## src/rtl/alu_serial_seq.sv

```systemverilog
// Sequencer for the 1-bit serial ALU: latches a parallel request, primes the ALU carry,
// streams operand bits LSB-first and reassembles the result. Optional zero flag: ALU_SEQ_ZERO_FLAG_EN.
module alu_serial_seq #(
    parameter int WIDTH = 8
) (
    input  logic             clk,
    input  logic             rst_n,
    input  logic             i_start,
    input  logic [2:0]       i_op,
    input  logic [WIDTH-1:0] i_a,
    input  logic [WIDTH-1:0] i_b,
    output logic             o_busy,
    output logic             o_done,
    output logic [WIDTH-1:0] o_result,
`ifdef ALU_SEQ_ZERO_FLAG_EN
    output logic             o_zero,
`endif
    output logic             o_alu_rs1,
    output logic             o_alu_rs2,
    output logic [2:0]       o_alu_op,
    output logic             o_alu_enable,
    output logic             o_alu_start,
    input  logic             i_alu_result
);

    localparam int CW = $clog2(WIDTH);

    typedef enum logic [1:0] {
        S_IDLE  = 2'd0,
        S_PRIME = 2'd1,
        S_SHIFT = 2'd2,
        S_DRAIN = 2'd3
    } state_t;

    state_t           r_state;
    state_t           w_next;
    logic [CW-1:0]    r_cnt;
    logic [WIDTH-1:0] r_sa;
    logic [WIDTH-1:0] r_sb;
    logic [WIDTH-1:0] r_acc;
    logic [WIDTH-1:0] r_result;
    logic [2:0]       r_alu_op;
    logic             r_busy;
    logic             r_done;
    logic             w_accept;
    logic             w_last;
    logic             w_capture;

    assign w_accept  = (r_state == S_IDLE) && i_start;
    assign w_last    = (r_cnt == CW'(WIDTH - 1));
    // The first SHIFT cycle still sees the PRIME result on i_alu_result, so it is skipped.
    assign w_capture = ((r_state == S_SHIFT) && (r_cnt != '0)) || (r_state == S_DRAIN);

    always_ff @(posedge clk or negedge rst_n) begin
        if (!rst_n) begin
            r_state <= S_IDLE;
        end else begin
            r_state <= w_next;
        end
    end

    always_comb begin
        w_next       = r_state;
        o_alu_enable = 1'b0;
        o_alu_start  = 1'b0;
        o_alu_rs1    = 1'b0;
        o_alu_rs2    = 1'b0;
        case (r_state)
            S_IDLE: begin
                if (i_start) w_next = S_PRIME;
            end
            S_PRIME: begin
                o_alu_enable = 1'b1;
                o_alu_start  = 1'b1;
                w_next       = S_SHIFT;
            end
            S_SHIFT: begin
                o_alu_enable = 1'b1;
                o_alu_rs1    = r_sa[0];
                o_alu_rs2    = r_sb[0];
                if (w_last) w_next = S_DRAIN;
            end
            S_DRAIN: begin
                w_next = S_IDLE;
            end
            default: w_next = S_IDLE;
        endcase
    end

    always_ff @(posedge clk or negedge rst_n) begin
        if (!rst_n) begin
            r_cnt    <= '0;
            r_sa     <= '0;
            r_sb     <= '0;
            r_acc    <= '0;
            r_result <= '0;
            r_alu_op <= 3'b000;
            r_busy   <= 1'b0;
            r_done   <= 1'b0;
        end else begin
            r_done <= 1'b0;
            if (w_accept) begin
                r_sa     <= i_a;
                r_sb     <= i_b;
                r_alu_op <= i_op;
                r_cnt    <= '0;
                r_busy   <= 1'b1;
            end
            if (r_state == S_SHIFT) begin
                r_sa  <= r_sa >> 1;
                r_sb  <= r_sb >> 1;
                r_cnt <= w_last ? '0 : r_cnt + 1'b1;
            end
            if (w_capture) begin
                r_acc <= {i_alu_result, r_acc[WIDTH-1:1]};
            end
            if (r_state == S_DRAIN) begin
                r_result <= {i_alu_result, r_acc[WIDTH-1:1]};
                r_done   <= 1'b1;
                r_busy   <= 1'b0;
            end
        end
    end

`ifdef ALU_SEQ_ZERO_FLAG_EN
    logic r_nz;
    logic r_zero;

    always_ff @(posedge clk or negedge rst_n) begin
        if (!rst_n) begin
            r_nz   <= 1'b0;
            r_zero <= 1'b0;
        end else begin
            if (w_accept) begin
                r_nz <= 1'b0;
            end else if (w_capture) begin
                r_nz <= r_nz | i_alu_result;
            end
            if (r_state == S_DRAIN) begin
                r_zero <= ~(r_nz | i_alu_result);
            end
        end
    end

    assign o_zero = r_zero;
`endif

    assign o_busy   = r_busy;
    assign o_done   = r_done;
    assign o_result = r_result;
    assign o_alu_op = r_alu_op;

    // busy must track "FSM not idle" exactly; done never overlaps busy.
    a_busy_state: assert property (@(posedge clk) disable iff (!rst_n)
        r_busy == (r_state != S_IDLE));
    a_done_idle: assert property (@(posedge clk) disable iff (!rst_n)
        r_done |-> !r_busy);

endmodule

```

## config.mk

```make
export PLATFORM = sky130hd
export DESIGN_NAME = alu_serial_seq
export DESIGN_NICKNAME = d
export VERILOG_FILES = /design/src/rtl/alu_serial_seq.sv
export SDC_FILE = /design/constraint.sdc
export NUM_CORES = 1
export LEC_CHECK = 0
export ABC_AREA = 1
export CAP_MARGIN = 10
export CORE_AREA = 2 2 69 71
export CTS_BUF_LIST = sky130_fd_sc_hd__clkbuf_4 sky130_fd_sc_hd__clkbuf_8 sky130_fd_sc_hd__clkbuf_16
export DETAILED_ROUTE_END_ITERATION = 10
export DIE_AREA = 0 0 71 73
export GPL_ROUTABILITY_DRIVEN = 0
export PLACE_DENSITY_LB_ADDON = 0.15
export SKIP_CTS_REPAIR_TIMING = 1
export SYNTH_ARGS = -nofsm -noshare
export SYNTH_HDL_FRONTEND = slang
export SYNTH_SLANG_ARGS = --single-unit
export TNS_END_PERCENT = 20
```

## constraint.sdc

```tcl
create_clock -name clk -period 1.5 [get_ports clk]
set_clock_uncertainty 0.2 [all_clocks]
set_input_delay 0.225 -clock clk [delete_from_list [all_inputs] [get_ports clk]]
set_output_delay 0.225 -clock clk [all_outputs]
set_load 0.1 [all_outputs]
```

**Word level (Yosys, flattened, before mapping)**

Index checks and enable logic that the tools add are counted.

- Word-level logic and storage cells: 42
- Input port bits: 23
- Output and inout port bits: 17
- Flip-flop bits (word level): 42

- Mux-type cells: 17
- Add/sub/neg operators: 1
- Equal/unequal tests: 6
- Reductions and logical operators: 9

Operators by type and width:

| cell | number |
|---|---|
| two-way mux 8 bit | 4 |
| two-way mux 3 bit | 3 |
| case mux 2 bit (4 select lines) | 1 |
| two-way mux 1 bit | 7 |
| == test 2 bit, second input constant | 2 |
| two-way mux 2 bit | 2 |
| inequality test 2 bit, second input constant | 2 |
| nonzero test 2 bit | 2 |
| adder 3 x 1 -> 3 bit, second input constant | 1 |
| == test 3 bit, second input constant | 1 |
| nonzero test 3 bit | 1 |
| == test 2 x 1 -> 1 bit, second input constant | 1 |
| logical AND 1 bit | 2 |
| zero test 2 bit | 1 |
| AND reduction 2 bit | 1 |
| OR reduction 2 bit | 1 |
| logical OR 1 bit | 1 |

**Depth between registers and ports, before layout**

- Word-level depth: 4
- Mapped depth: 9
- Gate-level depth less buffers: 7

**Least setup slack after synthesis**

Ideal clock, no wire load.

- Path type: reg2reg
- Start point: register r_state[0]
- End point: register r_state[1]
- Period minus slack after synthesis: 1.816 ns
- Setup time: 0.068 ns
- Arrival time: 1.548 ns
- Path buffers: 0
- Stages on the path, launching flop included: 5
- Path slack: -0.316 ns
- Required time: 1.232 ns
- Cell sequence: dfrtp_1 -> inv_1 -> ha_1 -> nand3_1 -> nand2_1

- Word-level cells in the longest chain between the ends: 3
- Elaborated cells between the ends (all ways): 8
- Those cells by class: eq/ne (5); mux (1); reduce/logical (2)

RTL lines:

| element | RTL line | source |
|---|---|---|
| from (decl) | 35 | `state_t r_state;` |
| from (signal assigned) | 58 | `r_state <= w_next;` |
| == test 2 bit / zero test 2 bit (equally long branches) | 68 | `case (r_state)` |
| inequality test 2 bit (no source line) | -- |  |
| AND reduction 2 bit (no source line) | -- |  |

Parallel ways exist; a longest one is shown, timed or not.
A chain may end at the register's enable or synchronous reset.

**Worst setup path after layout**

- Start point: register r_state[0]
- End point: output o_alu_enable

- Word-level cells in the longest chain between the ends: 3
- Elaborated cells between the ends (all ways): 4
- Those cells by class: eq/ne (2); mux (1); reduce/logical (1)

RTL lines:

| element | RTL line | source |
|---|---|---|
| == test 2 bit / == test 2 x 1 -> 1 bit (equally long branches) | 68 |  |
| OR reduction 2 bit (no source line) (*) | -- |  |
| two-way mux 1 bit (*) | 68 |  |
| to (decl) | 21 | `output logic o_alu_enable,` |

Every way passes the cells marked *; elsewhere a longest branch is shown, timed or not.

==> results.json <==
{
  "outcome": "finished with violations",
  "violations": "setup timing",
  "synth-seq-area-share": 0.519,
  "clockBufferDepth": 2,
  "start_util": 0.436,
  "antenna_found_initial": 0,
  "nets": 333,
  "dp_worst_setup_slack_ns": -0.108,
  "stdcell_count": 356,
  "required_ns": 1.07,
  "fin_crit_sh": 1.17,
  "die_x_um": 71,
  "min_path_type": "input pin to async pin",
  "fillerInstances": 334,
  "critPathLaunchType": "flop",
  "die_area_um2": 5180,
  "syn_area_per_cell_um2": 8.35,
  "grt_pass1_wl_um": 6820,
  "rows": 25,
  "cts-htree-levels": 2,
  "synth-edff-count": 0,
  "portBuffers": 39,
  "clock.fmax_ghz": 0.570,
  "r2r_slack_ns": -0.14,
  "dp_cells": 341,
  "synth_most_common_cell": "nand2_1",
  "setup-tns-final_ns": -2.18,
  "gr-usage-met2": 0.262,
  "clock-sinks": 41,
  "numCtsBuffers": 5,
  "vias_per_cell": 4.67,
  "yosysTopAreaCellShare": 0.519,
  "worstPathArrival_ns": 1.33,
  "final-hold-violation-count": 0,
  "synth_area_um2": 1980,
  "io_pins": 40,
  "cp-end-kind": "output port",
  "clk_pin_slew_worst_paths_ns": 0.08,
  "initialDrtViolationCount": 132,
  "fin_ws_ns": -0.254,
  "wl_per_cell_um": 12.4,
  "fin_crit_ns": 1.75,
  "use_met1": 0.231,
  "use_met3": 0.0373,
  "hpwl_um": 2890,
  "grt_max_degree": 23,
  "grt-busiest-layer": "met2",
  "ys_types": 16,
  "ys.warnings.count": 0,
  "synth_commonest_cells": "132 x nand2_1, 41 x dfrtp_1, 12 x nand2_2",
  "grt.total_usage": 0.169,
  "wl_um": 4430,
  "path_class": "flop to output port",
  "grt_pass1_vias": 1475,
  "die_y_um": 73,
  "yosys.area.top_type": "dfrtp_1",
  "drive_gt1_frac": 0.311,
  "core_um2": 4540,
  "cts_tree": "done",
  "relSlewSlack": 0.672,
  "synth-async-reset-ratio": 1.00,
  "synthFlopType": "dfrtp_1",
  "syn_nets": 269,
  "diodes": 0,
  "cts.root.buffer_cell": "clkbuf_8",
  "area_growth_pct": 54.4,
  "finalSetupViolations": 21,
  "seqCellArea_um2": 1030,
  "drc_errors": 0,
  "insertion_delay_ns": 0.30,
  "ant_nets": 0,
  "utilization": 0.673,
  "syn-instance-count": 237,
  "maxCapViolCount": 0,
  "synth_area_leaders": "dfrtp_1 52%, nand2_1 25%, ha_1 5.7%",
  "slew_viol_final": 0,
  "dr.pass1.iters": 4,
  "vias": 1662,
  "crit_fanout": 3,
  "grt_remaining_overflow": 0,
  "ys_ff_latch": 41,
  "worst_pin_slew_ns": 0.492,
  "multi_input_area_um2": 926,
  "rsz0062_at_grt": "yes"
}
cell usage in the layout, fill, tap and decap left out, types with 4 or more instances in the layout:
cell type / n
buf_12: 21
buf_4: 10
buf_6: 9
clkbuf_8: 6
clkdlybuf4s50_1: 21
dfrtp_1: 40
ha_1: 5
inv_1: 7
nand2_1: 119
nand2_2: 21
nand2_4: 5
nand3_1: 11
o21ai_2: 4
area by class of cell:
class                      instances  area share
clock buffer                       6      0.0270
clock inverter                     2      0.0123
inverter                          14      0.0262
multi-input combinational        175       0.303
sequential                        41       0.336
tap                               54      0.0221
timing repair buffer              63       0.269
timing repair inverter             1     0.00369
state kept, by name, indices dropped and copies added (netlist names):
signal,count
o_result,8
r_sa,8
r_cnt,3
r_acc,7
o_busy,1
o_done,1
r_state,2
o_alu_op,3
r_sb,8
per-layer routing:
metal / part of all wire / routed length [µm]
met1: 0.46 / 2060
met2: 0.48 / 2120
met3: 0.038 / 169
met4: 0.021 / 91
met5: 0 / 0
cells by family after synthesis:
kind of cell	after synthesis	synth area share
and+or+nand+nor	160	0.338
DFF	41	0.519
buffers and inverters	21	0.0715
adders and majority gates	9	0.0569
AOI/OAI and AO/OA	6	0.0152
per-stage QoR:
step	cell area [µm²]	hold WS, ns
CTS	2840	-0.307
global route	3050	0.251
detailed placement	2720	0.0165
global placement	2720	0.00877
floorplan	2000	-0.271
finish	3050	0.218
path summary, 6_finish.rpt:
path                       startpoint      endpoint  cells past startpoint
min reg2reg                   r_sa[2]       r_sa[2]                      2
min                             rst_n       r_sa[1]                      2
max in group asynchronous       rst_n    r_state[1]                      3
max                        r_state[0]  o_alu_enable                      4
max reg2reg                r_state[1]       r_sa[1]                      8
min in group clk              i_op[2]   o_alu_op[2]                      3
critical path, cell delays in order (launching register included):
cell     delay, ns
dfrtp_1       0.38
inv_2         0.08
buf_6         0.12
ha_4          0.28
buf_12        0.17
Power is not shown: default switching activity piles up to over one toggle a cycle in this logic, so the estimate is an artifact.
